[src/rtl/popcount_pkg.sv]
// popcount_pkg: shared defaults and width helpers for popcount_pipe and popcount_chunk
package popcount_pkg;
  localparam int DATA_W_DEF = 32;
  localparam int CHUNK_W_DEF = 8;
  localparam int ACC_W_DEF = 16;
  function automatic int clog2(input int v);
    int r;
    r = 0;
    while ((1 << r) < v) r++;
    return r;
  endfunction
  function automatic int cnt_width(input int n);
    return clog2(n + 1);
  endfunction
  function automatic int nchunk(input int dw, input int cw);
    return dw / cw;
  endfunction
endpackage

[src/rtl/popcount_chunk.sv]
// popcount_chunk: combinational set-bit count of one CHUNK_W-bit slice
module popcount_chunk
  import popcount_pkg::*;
#(
  parameter int CHUNK_W = CHUNK_W_DEF,
  parameter int PCW = cnt_width(CHUNK_W)
) (
  input  logic [CHUNK_W-1:0] data,
  output logic [PCW-1:0]     cnt
);
  always_comb begin
    cnt = '0;
    for (int i = 0; i < CHUNK_W; i++) cnt = cnt + PCW'(data[i]);
  end
endmodule

[src/rtl/popcount_pipe.sv]
// popcount_pipe: two-stage valid/ready popcount; defining POPCOUNT_ACCUM_EN adds per-packet saturating accumulation
module popcount_pipe
  import popcount_pkg::*;
#(
  parameter int DATA_W = DATA_W_DEF,
  parameter int CHUNK_W = CHUNK_W_DEF,
  parameter int ACC_W = ACC_W_DEF,
  localparam int CNT_W = cnt_width(DATA_W),
  localparam int NCHUNK = nchunk(DATA_W, CHUNK_W),
  localparam int PCW = cnt_width(CHUNK_W)
) (
  input  logic              clk,
  input  logic              rst_n,
  input  logic              enable,
  input  logic              in_valid,
  output logic              in_ready,
  input  logic [DATA_W-1:0] in_data,
`ifdef POPCOUNT_ACCUM_EN
  input  logic              in_last,
  output logic [ACC_W-1:0]  out_acc,
  output logic              out_last,
  output logic              out_sat,
`endif
  output logic              out_valid,
  input  logic              out_ready,
  output logic [CNT_W-1:0]  out_count
);
  if (ACC_W < CNT_W || DATA_W % CHUNK_W != 0) begin : g_param_err
    $error("popcount_pipe: bad DATA_W/CHUNK_W/ACC_W combination");
  end
  logic adv, take, load;
  logic [NCHUNK-1:0][PCW-1:0] chunk_cnt, part_d, part_q;
  logic s1_valid_d, s1_valid_q, out_valid_d, out_valid_q;
  logic [CNT_W-1:0] sum, out_count_d, out_count_q;
  for (genvar c = 0; c < NCHUNK; c++) begin : g_chunk
    popcount_chunk #(.CHUNK_W(CHUNK_W), .PCW(PCW)) u_chunk (
      .data(in_data[c*CHUNK_W +: CHUNK_W]),
      .cnt (chunk_cnt[c])
    );
  end
  always_comb begin
    adv = !out_valid_q || out_ready;
    in_ready = rst_n && enable && adv;
    take = in_valid && in_ready;
    load = adv && s1_valid_q;
    sum = '0;
    for (int i = 0; i < NCHUNK; i++) sum = sum + CNT_W'(part_q[i]);
    s1_valid_d = adv ? take : s1_valid_q;
    part_d = take ? chunk_cnt : part_q;
    out_valid_d = adv ? s1_valid_q : out_valid_q;
    out_count_d = load ? sum : out_count_q;
  end
  always_ff @(posedge clk) begin
    if (!rst_n) begin
      s1_valid_q <= 1'b0;
      part_q <= '0;
      out_valid_q <= 1'b0;
      out_count_q <= '0;
    end else begin
      s1_valid_q <= s1_valid_d;
      part_q <= part_d;
      out_valid_q <= out_valid_d;
      out_count_q <= out_count_d;
    end
  end
  assign out_valid = out_valid_q;
  assign out_count = out_count_q;
`ifdef POPCOUNT_ACCUM_EN
  logic s1_last_d, s1_last_q, out_last_d, out_last_q, out_sat_d, out_sat_q, open_d, open_q, ovf;
  logic [ACC_W-1:0] out_acc_d, out_acc_q;
  logic [ACC_W:0] acc_next;
  always_comb begin
    open_d = (out_valid_q && out_ready) ? !out_last_q : open_q;
    acc_next = {1'b0, open_d ? out_acc_q : {ACC_W{1'b0}}} + (ACC_W+1)'(sum);
    ovf = acc_next[ACC_W];
    s1_last_d = take ? in_last : s1_last_q;
    out_last_d = load ? s1_last_q : out_last_q;
    out_acc_d = load ? (ovf ? {ACC_W{1'b1}} : acc_next[ACC_W-1:0]) : out_acc_q;
    out_sat_d = load ? (ovf || (open_d && out_sat_q)) : out_sat_q;
  end
  always_ff @(posedge clk) begin
    if (!rst_n) begin
      s1_last_q <= 1'b0;
      out_last_q <= 1'b0;
      out_sat_q <= 1'b0;
      open_q <= 1'b0;
      out_acc_q <= '0;
    end else begin
      s1_last_q <= s1_last_d;
      out_last_q <= out_last_d;
      out_sat_q <= out_sat_d;
      open_q <= open_d;
      out_acc_q <= out_acc_d;
    end
  end
  assign out_acc = out_acc_q;
  assign out_last = out_last_q;
  assign out_sat = out_sat_q;
`endif
endmodule

[config.mk]
export PLATFORM = sky130hd
export DESIGN_NAME = popcount_pipe
export DESIGN_NICKNAME = d
export VERILOG_FILES = /design/src/rtl/popcount_pkg.sv /design/src/rtl/popcount_chunk.sv /design/src/rtl/popcount_pipe.sv
export SDC_FILE = /design/constraint.sdc
export NUM_CORES = 1
export LEC_CHECK = 0
export CAP_MARGIN = 25
export CORE_MARGIN = 2
export CORE_UTILIZATION = 51
export DETAILED_ROUTE_END_ITERATION = 6
export PLACE_DENSITY = 0.84
export SLEW_MARGIN = 30
export SYNTH_ARGS = -nofsm -noshare
export SYNTH_HDL_FRONTEND = slang
export SYNTH_HIERARCHICAL = 1
export SYNTH_SLANG_ARGS = --single-unit
[constraint.sdc]
create_clock -name clk -period 4.2 [get_ports clk]
set_clock_uncertainty 0.15 [all_clocks]
set_input_delay 0.84 -clock clk [delete_from_list [all_inputs] [get_ports clk]]
set_output_delay 0.84 -clock clk [all_outputs]
set_load 0.02 [all_outputs]
== Word level (Yosys, flattened, before mapping) ==
Index checks and enable logic that the tools add are counted.

* $add $sub $neg: 31
* Reductions and logical operators: 6

{| class="wikitable"
|+ Operator list
! cell !! count
|-
| adder 4 x 1 -> 4 bit || 24
|-
| adder 1 x 1 -> 2 bit || 4
|-
| adder 5 x 4 -> 6 bit || 1
|-
| adder 6 x 4 -> 6 bit || 1
|-
| adder 4 x 4 -> 5 bit || 1
|-
| logical AND 1 bit || 4
|-
| logical NOT 1 bit || 1
|-
| logical OR 1 bit || 1
|}

* Bits in registers: 24
* Input bits: 37
* Output and inout port bits: 8
* Logic and storage cells: 44

== Depth between registers and ports, before layout ==
Gate-level depths: netlist of run 1.

* Depth after elaboration: 7
* Depth in mapped cells: 11
* Mapped depth without buffers: 11

== Cells and area by module ==
Netlist of run 1, hierarchy kept.

{| class="wikitable"
|+ By module, submodules not included
! module !! times used !! cells an instance !! area each (um^2) !! sequential area each (um^2)
|-
| popcount_pipe || 1 || 142 || 1288.7 || 480.5
|-
| popcount_chunk || 4 || 24 || 190.2 || 0.0
|}

== Worst setup path before layout of run 1 ==
No wires, ideal clock.

* Path kind: in2reg
* From: in in_data[24]
* To: reg part_q[13] in the netlist's numbering
* Library setup time: 0.072 ns
* Data arrival time: 3.156 ns
* Data required time: 3.978 ns
* Setup slack: 0.823 ns
* Stages on the path: 11
* Path buffers: 0
* Path through: inv_1 > fa_1 > fa_1 > fa_1 > inv_1 > ha_1 > inv_1 > fa_1 > inv_1 > inv_1 > mux2i_1

{| class="wikitable"
|+ RTL lines
! what !! line !! source
|-
| start: declaration || popcount_pipe.sv:17 || <nowiki>input logic [DATA_W-1:0] in_data,</nowiki>
|-
| end signal: assignment || popcount_pipe.sv:61 || <nowiki>part_q <= part_d;</nowiki>
|-
| end: declaration || popcount_pipe.sv:32 || <nowiki>logic [NCHUNK-1:0][PCW-1:0] chunk_cnt, part_d, part_q;</nowiki>
|}

==> results of run 1 <==
## layer usage
metal,wire length (um),share of wire (%)
met4,34,1.0
met3,100,3.0
met5,0,0
met2,1780,54
met1,1400,42
## area by class of cell
type / count / area share, %
Timing Repair Buffer: 46 / 17.7
Clock buffer: 4 / 2.14
Multi-Input combinational cell: 118 / 46.0
Inverter: 90 / 13.1
Sequential cell: 24 / 18.6
Tap cell: 50 / 2.43
## power by group
| part | internal (W) | switching (W) |
|---|---|---|
| combinational | 0.000168 | 0.000173 |
| clock | 0.0000836 | 0.0000718 |
| sequential | 0.000250 | 0.0000143 |
## synth_stat cells, drive strengths merged
| cell | number | area [um2] |
|---|---|---|
| inv | 90 | 338 |
| dfxtp | 24 | 480 |
| fa | 24 | 480 |
| nand2 | 18 | 67.6 |
| ha | 17 | 213 |
| mux2i | 16 | 160 |
| a21oi | 12 | 60.1 |
| buf | 6 | 46.3 |
| nor2b | 6 | 37.5 |
| xnor2 | 5 | 43.8 |
| nand3 | 4 | 20.0 |
| o21ai | 4 | 20.0 |
| nand2b | 2 | 12.5 |
| nor3 | 2 | 10.0 |
| a2111oi | 1 | 8.76 |
| a211o | 1 | 8.76 |
| a211oi | 1 | 7.51 |
| a311oi | 1 | 8.76 |
| and2 | 1 | 6.26 |
| and3 | 1 | 6.26 |
| nand4 | 1 | 6.26 |
| o31ai | 1 | 7.51 |
## path summary, 6_finish.rpt
| path | end | slack, ps |
|---|---|---|
| worst max-delay path | part_q[6] | 490 |
| worst min-delay path | part_q[2] | 320 |
| worst max register to register | out_count[3] | 1340 |
| worst min register to register | part_q[2] | 320 |
## metrics by stage
step | utilization, % | setup WS, ps | instances | cell area (um2) | hold slack, ps
detailed placement | 63.9 | 164 | 328 | 2520 | 307
CTS | 65.3 | 444 | 332 | 2580 | 322
finish | 65.3 | 492 | 332 | 2580 | 315
floorplan | - | 823 | 238 | 2050 | 288
global placement | 63.9 | 296 | 328 | 2520 | 297
global route | 65.3 | 323 | 332 | 2580 | 344
## tightest hold or removal path: cells and delay by family (launching register included)
kind             cells  cell delay (ps)
multiplexers         1               60
AND/OR/NAND/NOR      1               50
flip-flops           1              310
## logic make-up after synthesis
family / share of synthesized area, %
AO/OA/AOI/OAI: 5.92
XOR/XNOR: 2.14
adder cells (fa/ha/maj): 33.8
buffers and inverters: 18.7
flip-flops: 23.4
multiplexers: 7.81
AND/OR/NAND/NOR: 8.12
## flip-flops by register name (all words and copies together) (netlist names)
signal,count
part_q,16
out_count,6
out_valid,1
s1_valid_q,1
==> flow_metrics.py, run 1 <==
metrics = {
    "route": {
        "post_drt_wl_per_cell_um": 9.98,
        "drc": 0,
        "vias": 1504,
        "dr.pass1.iters": 4,
        "postRouteAntennaNets": 0,
        "routed_wirelength_mm": 3.31,
        "viasPerCell": 4.53,
        "drt-initial-drc-count": 36,
    },
    "worst_setup_path": {
        "startpoint_type": "input pin",
        "ff2ff_path_depth": 10,
        "path_max_fanout": 2,
        "worstPathCellList": "clkdlybuf4s50_1 > inv_1 > fa_1 > fa_1 > fa_1 > inv_1 > ha_1 > inv_1 > fa_1 > xnor2_1 > inv_1 > mux2i_1",
        "worstSetupPathType": "input pin to flip-flop",
        "crit_path_start": "in_data[8]",
        "crit-reg2reg-launch": "part_q[1]",
        "end_kind": "flip-flop",
        "max_stage_delay_ps": 550,
        "worstPathArrival_ps": 3760,
        "worst_path_max_delay_cell": "fa_1",
        "path_depth": 12,
        "required_ps": 4250,
        "cp_top_family": "adder cells",
        "crit_buf_inv": 5,
    },
    "global_routing": {
        "busiest_layer": "met2",
        "grt_pass1_wl_mm": 6.02,
        "antenna_found_initial": 0,
        "grt_max_degree": 23,
        "grt_usage_pct": 17.2,
        "use_met2_pct": 31.9,
        "grt_pass1_vias": 1459,
        "grt_util_met1_pct": 20.5,
        "grt_overflow_total": 0,
        "grt_util_met3_pct": 3.67,
    },
    "layout": {
        "layout.cells.most_common": "inv_1",
        "drive_gt1_share_pct": 2.13,
        "seq_area_um2": 480,
        "num-nets-final": 361,
        "diodes": 0,
        "syn2layout_area_growth_pct": 25.7,
        "fillers": 328,
        "multi_input_area_um2": 1180,
        "layout_common_cells": "90 x inv_1, 44 x clkdlybuf4s50_1, 24 x fa_1, 24 x dfxtp_1, 18 x nand2_1",
    },
    "clock_network": {
        "cts_resized": 0,
        "cts_hold_repair.buffers": 0,
        "cts_tree": "yes",
        "cts_max_level": 1,
        "cts_sinks": 24,
        "cts.path.max_buffers": 2,
        "clk_pin_slew_ps": 80,
        "clk_latency_ps": 260,
        "cts_buffers": 3,
        "post-cts-setup-buffers": 0,
        "clock-root-buffer": "clkbuf_8",
    },
    "flow_run": {
        "cap_violations": 0,
    },
    "synth": {
        "ys_seq_area_share_pct": 23.4,
        "syn_inst": 238,
        "syn-num-nets": 316,
        "synthesis.area_um2": 2050,
        "yosysUniqueCellTypes": 24,
        "synth_seq_cells": 24,
        "postSynthAreaPerCell_um2": 8.61,
        "ys_warn_count": 6,
    },
    "sta": {
        "post-route-min-period_ps": 3710,
        "tns_ps": 0,
        "maxSlewHeadroom_pct": 73.3,
        "maxSlewViolCount": 0,
        "rsz0062_at_grt": "no",
        "period_share_pct": 88.3,
        "worst_slew_pin_slew_ps": 390,
        "fmax_mhz": 270,
        "setup_viol": 0,
        "final_hold_viol_count": 0,
    },
    "placed_design": {
        "routabilityCongestion": 0.785,
        "portBuffers": 44,
        "dp_hpwl_mm": 2.78,
    },
    "floorplanning": {
        "rows": 23,
        "io_pins": 45,
        "core_area_um2": 3940,
        "fp.dieW_um": 67.4,
        "dieArea_um2": 4540,
        "die_h_um": 67.4,
        "initial_core_util_pct": 52.0,
    },
    "min_path": {
        "hp-start": "part_q[2]",
        "hold_path_depth": 2,
        "worstHoldPathType": "flip-flop to flip-flop",
    },
    "pwr": {
        "leakage_nw": 1.36,
        "ir_worst_vdd_mv": 0.158,
        "p_per_area_nw_per_um2": 295,
        "p_total_w": 0.000760,
    },
    "status": {
        "outcome": "finished clean",
    },
}
Power figures use the tool's default switching activity.
==> run 2, diff against run 1 <==
--- a/config.mk
+++ b/config.mk
@@ -5,11 +5,12 @@
 export SDC_FILE = /design/constraint.sdc
 export NUM_CORES = 1
 export LEC_CHECK = 0
-export CAP_MARGIN = 25
+export CAP_MARGIN = 20
 export CORE_MARGIN = 2
 export CORE_UTILIZATION = 51
 export DETAILED_ROUTE_END_ITERATION = 6
 export PLACE_DENSITY = 0.84
+export RECOVER_POWER = 50
 export SLEW_MARGIN = 30
 export SYNTH_ARGS = -nofsm -noshare
 export SYNTH_HDL_FRONTEND = slang
==> run 2 against run 1 <==
Against the previous run:
- design area decreased by 0.15%
- sequential power about the same
- worst hold slack about the same
==> flow_metrics.py, run 2 (synthesis gave the netlist of run 1 again) <==
metrics = {
    "layout": {
        "multi_input_area_um2": 1180,
        "diodes": 0,
        "drive_gt1_share_pct": 1.77,
        "regMostFlops": "part_q",
        "largest_reg_flops": 16,
        "layout_common_cells": "90 x inv_1, 35 x clkdlybuf4s50_1, 24 x fa_1, 24 x dfxtp_1, 18 x nand2_1",
        "fillers": 328,
        "utilization_pct": 65.2,
        "seq_area_um2": 480,
        "num-nets-final": 361,
        "layout.cells.most_common": "inv_1",
        "fin_cells": 332,
        "syn2layout_area_growth_pct": 25.5,
    },
    "pwr": {
        "ir_worst_vdd_mv": 0.158,
        "p_per_area_nw_per_um2": 295,
        "leakage_nw": 1.38,
        "p_total_w": 0.000758,
    },
    "sta": {
        "post-route-min-period_ps": 3900,
        "rsz0062_at_grt": "no",
        "tns_ps": 0,
        "setup_viol": 0,
        "period_share_pct": 92.9,
        "worst_slack_ps": 296,
        "fmax_mhz": 256,
        "maxSlewViolCount": 0,
        "final_hold_viol_count": 0,
        "worst_slew_pin_slew_ps": 910,
        "maxSlewHeadroom_pct": 39.3,
    },
    "clock_network": {
        "cts_hold_repair.buffers": 0,
        "cts_buffers": 3,
        "clk_latency_ps": 260,
        "cts_max_level": 1,
        "clk_pin_slew_ps": 80,
        "cts.path.max_buffers": 2,
        "post-cts-setup-buffers": 0,
        "clock-root-buffer": "clkbuf_8",
        "cts_tree": "yes",
        "cts_resized": 0,
        "cts_sinks": 24,
    },
    "global_routing": {
        "grt_usage_pct": 17.2,
        "grt_pass1_wl_mm": 6.02,
        "grt_overflow_total": 0,
        "grt_max_degree": 23,
        "grt_pass1_vias": 1459,
        "antenna_found_initial": 0,
    },
    "route": {
        "viasPerCell": 4.53,
        "wl_met3_um": 100,
        "post_drt_wl_per_cell_um": 9.99,
        "dr.pass1.iters": 4,
        "drt-initial-drc-count": 36,
        "routed_wirelength_mm": 3.32,
        "vias": 1504,
        "drt-met1-wl_mm": 1.40,
        "wl_met2_mm": 1.78,
        "postRouteAntennaNets": 0,
        "top_layer": "met4",
        "drc": 0,
    },
    "worst_setup_path": {
        "required_ps": 3210,
        "worstSetupPathType": "input pin to primary output",
        "path_max_fanout": 22,
        "worstPathArrival_ps": 2910,
        "end_kind": "primary output",
        "startpoint_type": "input pin",
    },
    "placed_design": {
        "portBuffers": 44,
        "routabilityCongestion": 0.785,
        "dp.cells": 328,
        "pre_cts_slack_ps": 164,
        "dp_hpwl_mm": 2.78,
    },
    "floorplanning": {
        "dieArea_um2": 4540,
        "die_h_um": 67.4,
        "fp.dieW_um": 67.4,
        "initial_core_util_pct": 52.0,
        "io_pins": 45,
        "core_area_um2": 3940,
        "rows": 23,
    },
    "min_path": {
        "worstHoldPathType": "flip-flop to flip-flop",
    },
    "status": {
        "outcome": "finished clean",
    },
    "flow_run": {
        "cap_violations": 0,
    },
}
[run 2: routing by layer]
metal | global-route usage, % | vias up
met5 | 0 | -
met4 | 3.32 | 0
met3 | 3.67 | 4
met2 | 31.9 | 23
met1 | 20.5 | 695
li1 | - | 782
[run 2: per-stage QoR]
step | hold WS, ps | cell area (um2)
after detailed placement | 307 | 2520
after global placement | 297 | 2520
after global routing | 344 | 2570
final | 315 | 2570
after CTS | 322 | 2580
after floorplan | 288 | 2050
[run 2: worst paths after layout]
path / from / end / slack [ps] / cells after the start
min reg2reg: part_q[2] / part_q[2] / 320 / 2
max: rst_n / in_ready / 300 / 4
max reg2reg: part_q[1] / out_count[3] / 1330 / 10
min: part_q[2] / part_q[2] / 320 / 2
[run 2: power by group]
part	internal (W)	switching [W]
logic	0.000166	0.000173
clock network	0.0000836	0.0000717
registers	0.000250	0.0000141
[run 2: area by class of cell]
type                            instances  area share (%)
Inverter                               90            13.1
Tap cell                               50            2.43
Sequential cell                        24            18.7
Clock buffer                            4            2.14
Timing Repair Buffer                   46            17.6
Multi-Input combinational cell        118            46.1
[run 2: critical path, stage by stage]
cell,delay [ps]
dlygate4sd3_1,520
clkbuf_1,680
and3_1,270
clkdlybuf4s50_1,600
==> run 3, diff against run 2 <==
--- a/config.mk
+++ b/config.mk
@@ -9,6 +9,7 @@
 export CORE_MARGIN = 2
 export CORE_UTILIZATION = 51
 export DETAILED_ROUTE_END_ITERATION = 6
+export GPL_TIMING_DRIVEN = 0
 export PLACE_DENSITY = 0.84
 export RECOVER_POWER = 50
 export SLEW_MARGIN = 30
==> run 3 against run 2 <==
Against the previous run:
- sequential power about the same
- design area up 1.9%
- combinational power about the same
- register-to-register slack better by 150 ps
- utilization rose by 1.3 points
- global-route usage up 0.47 points
- sequential share of layout area fell by 0.36 points
- largest power group unchanged
==> flow_metrics.py, run 3 (synthesis gave the netlist of run 1 again) <==
metrics = {
    "floorplanning": {
        "rows": 23,
        "fp.dieW_um": 67.4,
        "io_pins": 45,
        "initial_core_util_pct": 52.0,
        "core_area_um2": 3940,
        "die_h_um": 67.4,
        "dieArea_um2": 4540,
    },
    "route": {
        "vias": 1499,
        "drc": 0,
        "post_drt_wl_per_cell_um": 9.71,
        "drt-initial-drc-count": 46,
        "routed_wirelength_mm": 3.26,
        "postRouteAntennaNets": 0,
        "viasPerCell": 4.46,
        "dr.pass1.iters": 4,
    },
    "worst_setup_path": {
        "worst_path_max_delay_cell": "fa_1",
        "startpoint_type": "input pin",
        "ff2ff_setup_slack_ps": 1480,
        "worstReg2RegEnd": "out_count[4]",
        "cp-endpoint": "part_q[10]",
        "path_max_fanout": 2,
        "worstPathArrival_ps": 3780,
        "worstSetupPathType": "input pin to flip-flop",
        "worstPathCellList": "dlygate4sd3_1 > inv_1 > fa_1 > fa_1 > fa_1 > inv_1 > ha_1 > inv_1 > fa_1 > xnor2_1 > inv_1 > mux2i_1",
        "ff2ff_path_depth": 8,
        "crit_path_start": "in_data[16]",
        "max_stage_delay_ps": 550,
        "end_kind": "flip-flop",
        "required_ps": 4250,
        "crit-reg2reg-launch": "part_q[3]",
    },
    "pwr": {
        "ir_worst_vdd_mv": 0.145,
        "combPwrFrac_pct": 42.1,
        "swShare_pct": 32.1,
        "p_seq_share_pct": 32.8,
        "p_int_w": 0.000544,
        "clkPwrFrac_pct": 25.1,
        "leakage_nw": 1.40,
        "p_switching_w": 0.000257,
        "p_per_area_nw_per_um2": 306,
    },
    "layout": {
        "utilization_pct": 66.5,
        "layout_common_cells": "90 x inv_1, 35 x clkdlybuf4s50_1, 24 x fa_1, 24 x dfxtp_1, 18 x nand2_1",
        "drive_gt1_share_pct": 3.15,
        "largest_reg_flops": 16,
        "regMostFlops": "part_q",
        "num-nets-final": 365,
        "diodes": 0,
        "syn2layout_area_growth_pct": 28.0,
        "stdcell_area_um2": 2620,
        "fillers": 305,
        "layout.cells.most_common": "inv_1",
        "seq_area_um2": 480,
        "multi_input_area_um2": 1180,
    },
    "global_routing": {
        "antenna_found_initial": 0,
        "grt_overflow_total": 0,
        "grt_usage_pct": 17.7,
        "grt_pass1_wl_mm": 6.12,
        "grt_max_degree": 15,
        "grt_pass1_vias": 1556,
    },
    "placed_design": {
        "routabilityCongestion": 0.778,
        "portBuffers": 44,
        "postPlaceCellArea_um2": 2550,
        "pre_cts_slack_ps": 199,
        "dp_hpwl_mm": 2.90,
    },
    "sta": {
        "post-route-min-period_ps": 3730,
        "period_share_pct": 88.9,
        "worst_slack_ps": 468,
        "rsz0062_at_grt": "no",
        "setup_viol": 0,
        "tns_ps": 0,
        "maxSlewHeadroom_pct": 72.4,
        "fmax_mhz": 268,
        "worst_slew_pin_slew_ps": 403,
        "final_hold_viol_count": 0,
        "maxSlewViolCount": 0,
    },
    "flow_run": {
        "cap_violations": 0,
    },
    "clock_network": {
        "cts_max_level": 1,
        "cts.path.max_buffers": 2,
        "post-cts-setup-buffers": 0,
        "cts_buffers": 3,
        "cts_tree": "yes",
        "clk_latency_ps": 270,
        "cts_hold_repair.buffers": 0,
        "cts_sinks": 24,
        "clock-root-buffer": "clkbuf_8",
        "cts_resized": 0,
        "clk_pin_slew_ps": 90,
    },
    "min_path": {
        "worstHoldPathType": "flip-flop to flip-flop",
    },
    "status": {
        "outcome": "finished clean",
    },
}
==> run 3: cell count changes in the layout (fill, tap and decap cells not counted), sizes merged <==
cell / previous run / this run
bufinv: 0 / 1
buf: 1 / 5
clkbuf: 5 / 4
==> run 3: through the flow <==
stage | instances | hold WS, ps | total power [W]
floorplan | 238 | 288 | 0.000515
global placement | 332 | 296 | 0.000593
detailed placement | 332 | 304 | 0.000615
CTS | 336 | 316 | 0.000816
global route | 336 | 341 | 0.000881
finish | 336 | 312 | 0.000802
==> run 3: layout make-up <==
type	instances	area share, %
Tap cell	50	2.39
Clock inverter	1	1.15
Buffer	6	1.72
Clock buffer	3	1.57
Multi-Input combinational cell	118	45.2
Timing Repair Buffer	44	16.8
Sequential cell	24	18.3
Inverter	90	12.9
==> run 3: worst max-delay path, delay by kind of cell <==
kind	cells	cell delay, ps
XOR/XNOR	1	140
multiplexers	1	110
adder cells (fa/ha/maj)	5	1950
buffers and inverters	5	740
==> run 3: routing by layer <==
| layer | vias to the layer above | GRT usage, % | wire length, um |
|---|---|---|---|
| met5 | - | 0 | 0 |
| met4 | 0 | 8.16 | 107 |
| met3 | 9 | 2.00 | 97 |
| met2 | 29 | 32.7 | 1730 |
| met1 | 672 | 20.3 | 1330 |
| li1 | 789 | - | - |
==> run 3: how the worst min path moves through the flow <==
stage / from / endpoint / slack (ps) / cells past startpoint
2_1_floorplan: part_q[1] / part_q[1] / 290 / 2
3_3_place_gp: part_q[6] / part_q[6] / 300 / 2
3_5_place_dp: part_q[9] / part_q[9] / 300 / 2
4_1_cts: part_q[6] / part_q[6] / 320 / 2
5_1_grt: part_q[6] / part_q[6] / 340 / 2
6_report: part_q[6] / part_q[6] / 310 / 2
==> run 3: power groups by stage <==
stage / Clock [W] / Sequential [W] / Combinational (W)
global route: 0.000215 / 0.000266 / 0.000400
finish: 0.000201 / 0.000263 / 0.000337
detailed placement: 0 / 0.000268 / 0.000346
CTS: 0.000205 / 0.000263 / 0.000348
global placement: 0 / 0.000267 / 0.000325
floorplan: 0 / 0.000270 / 0.000245
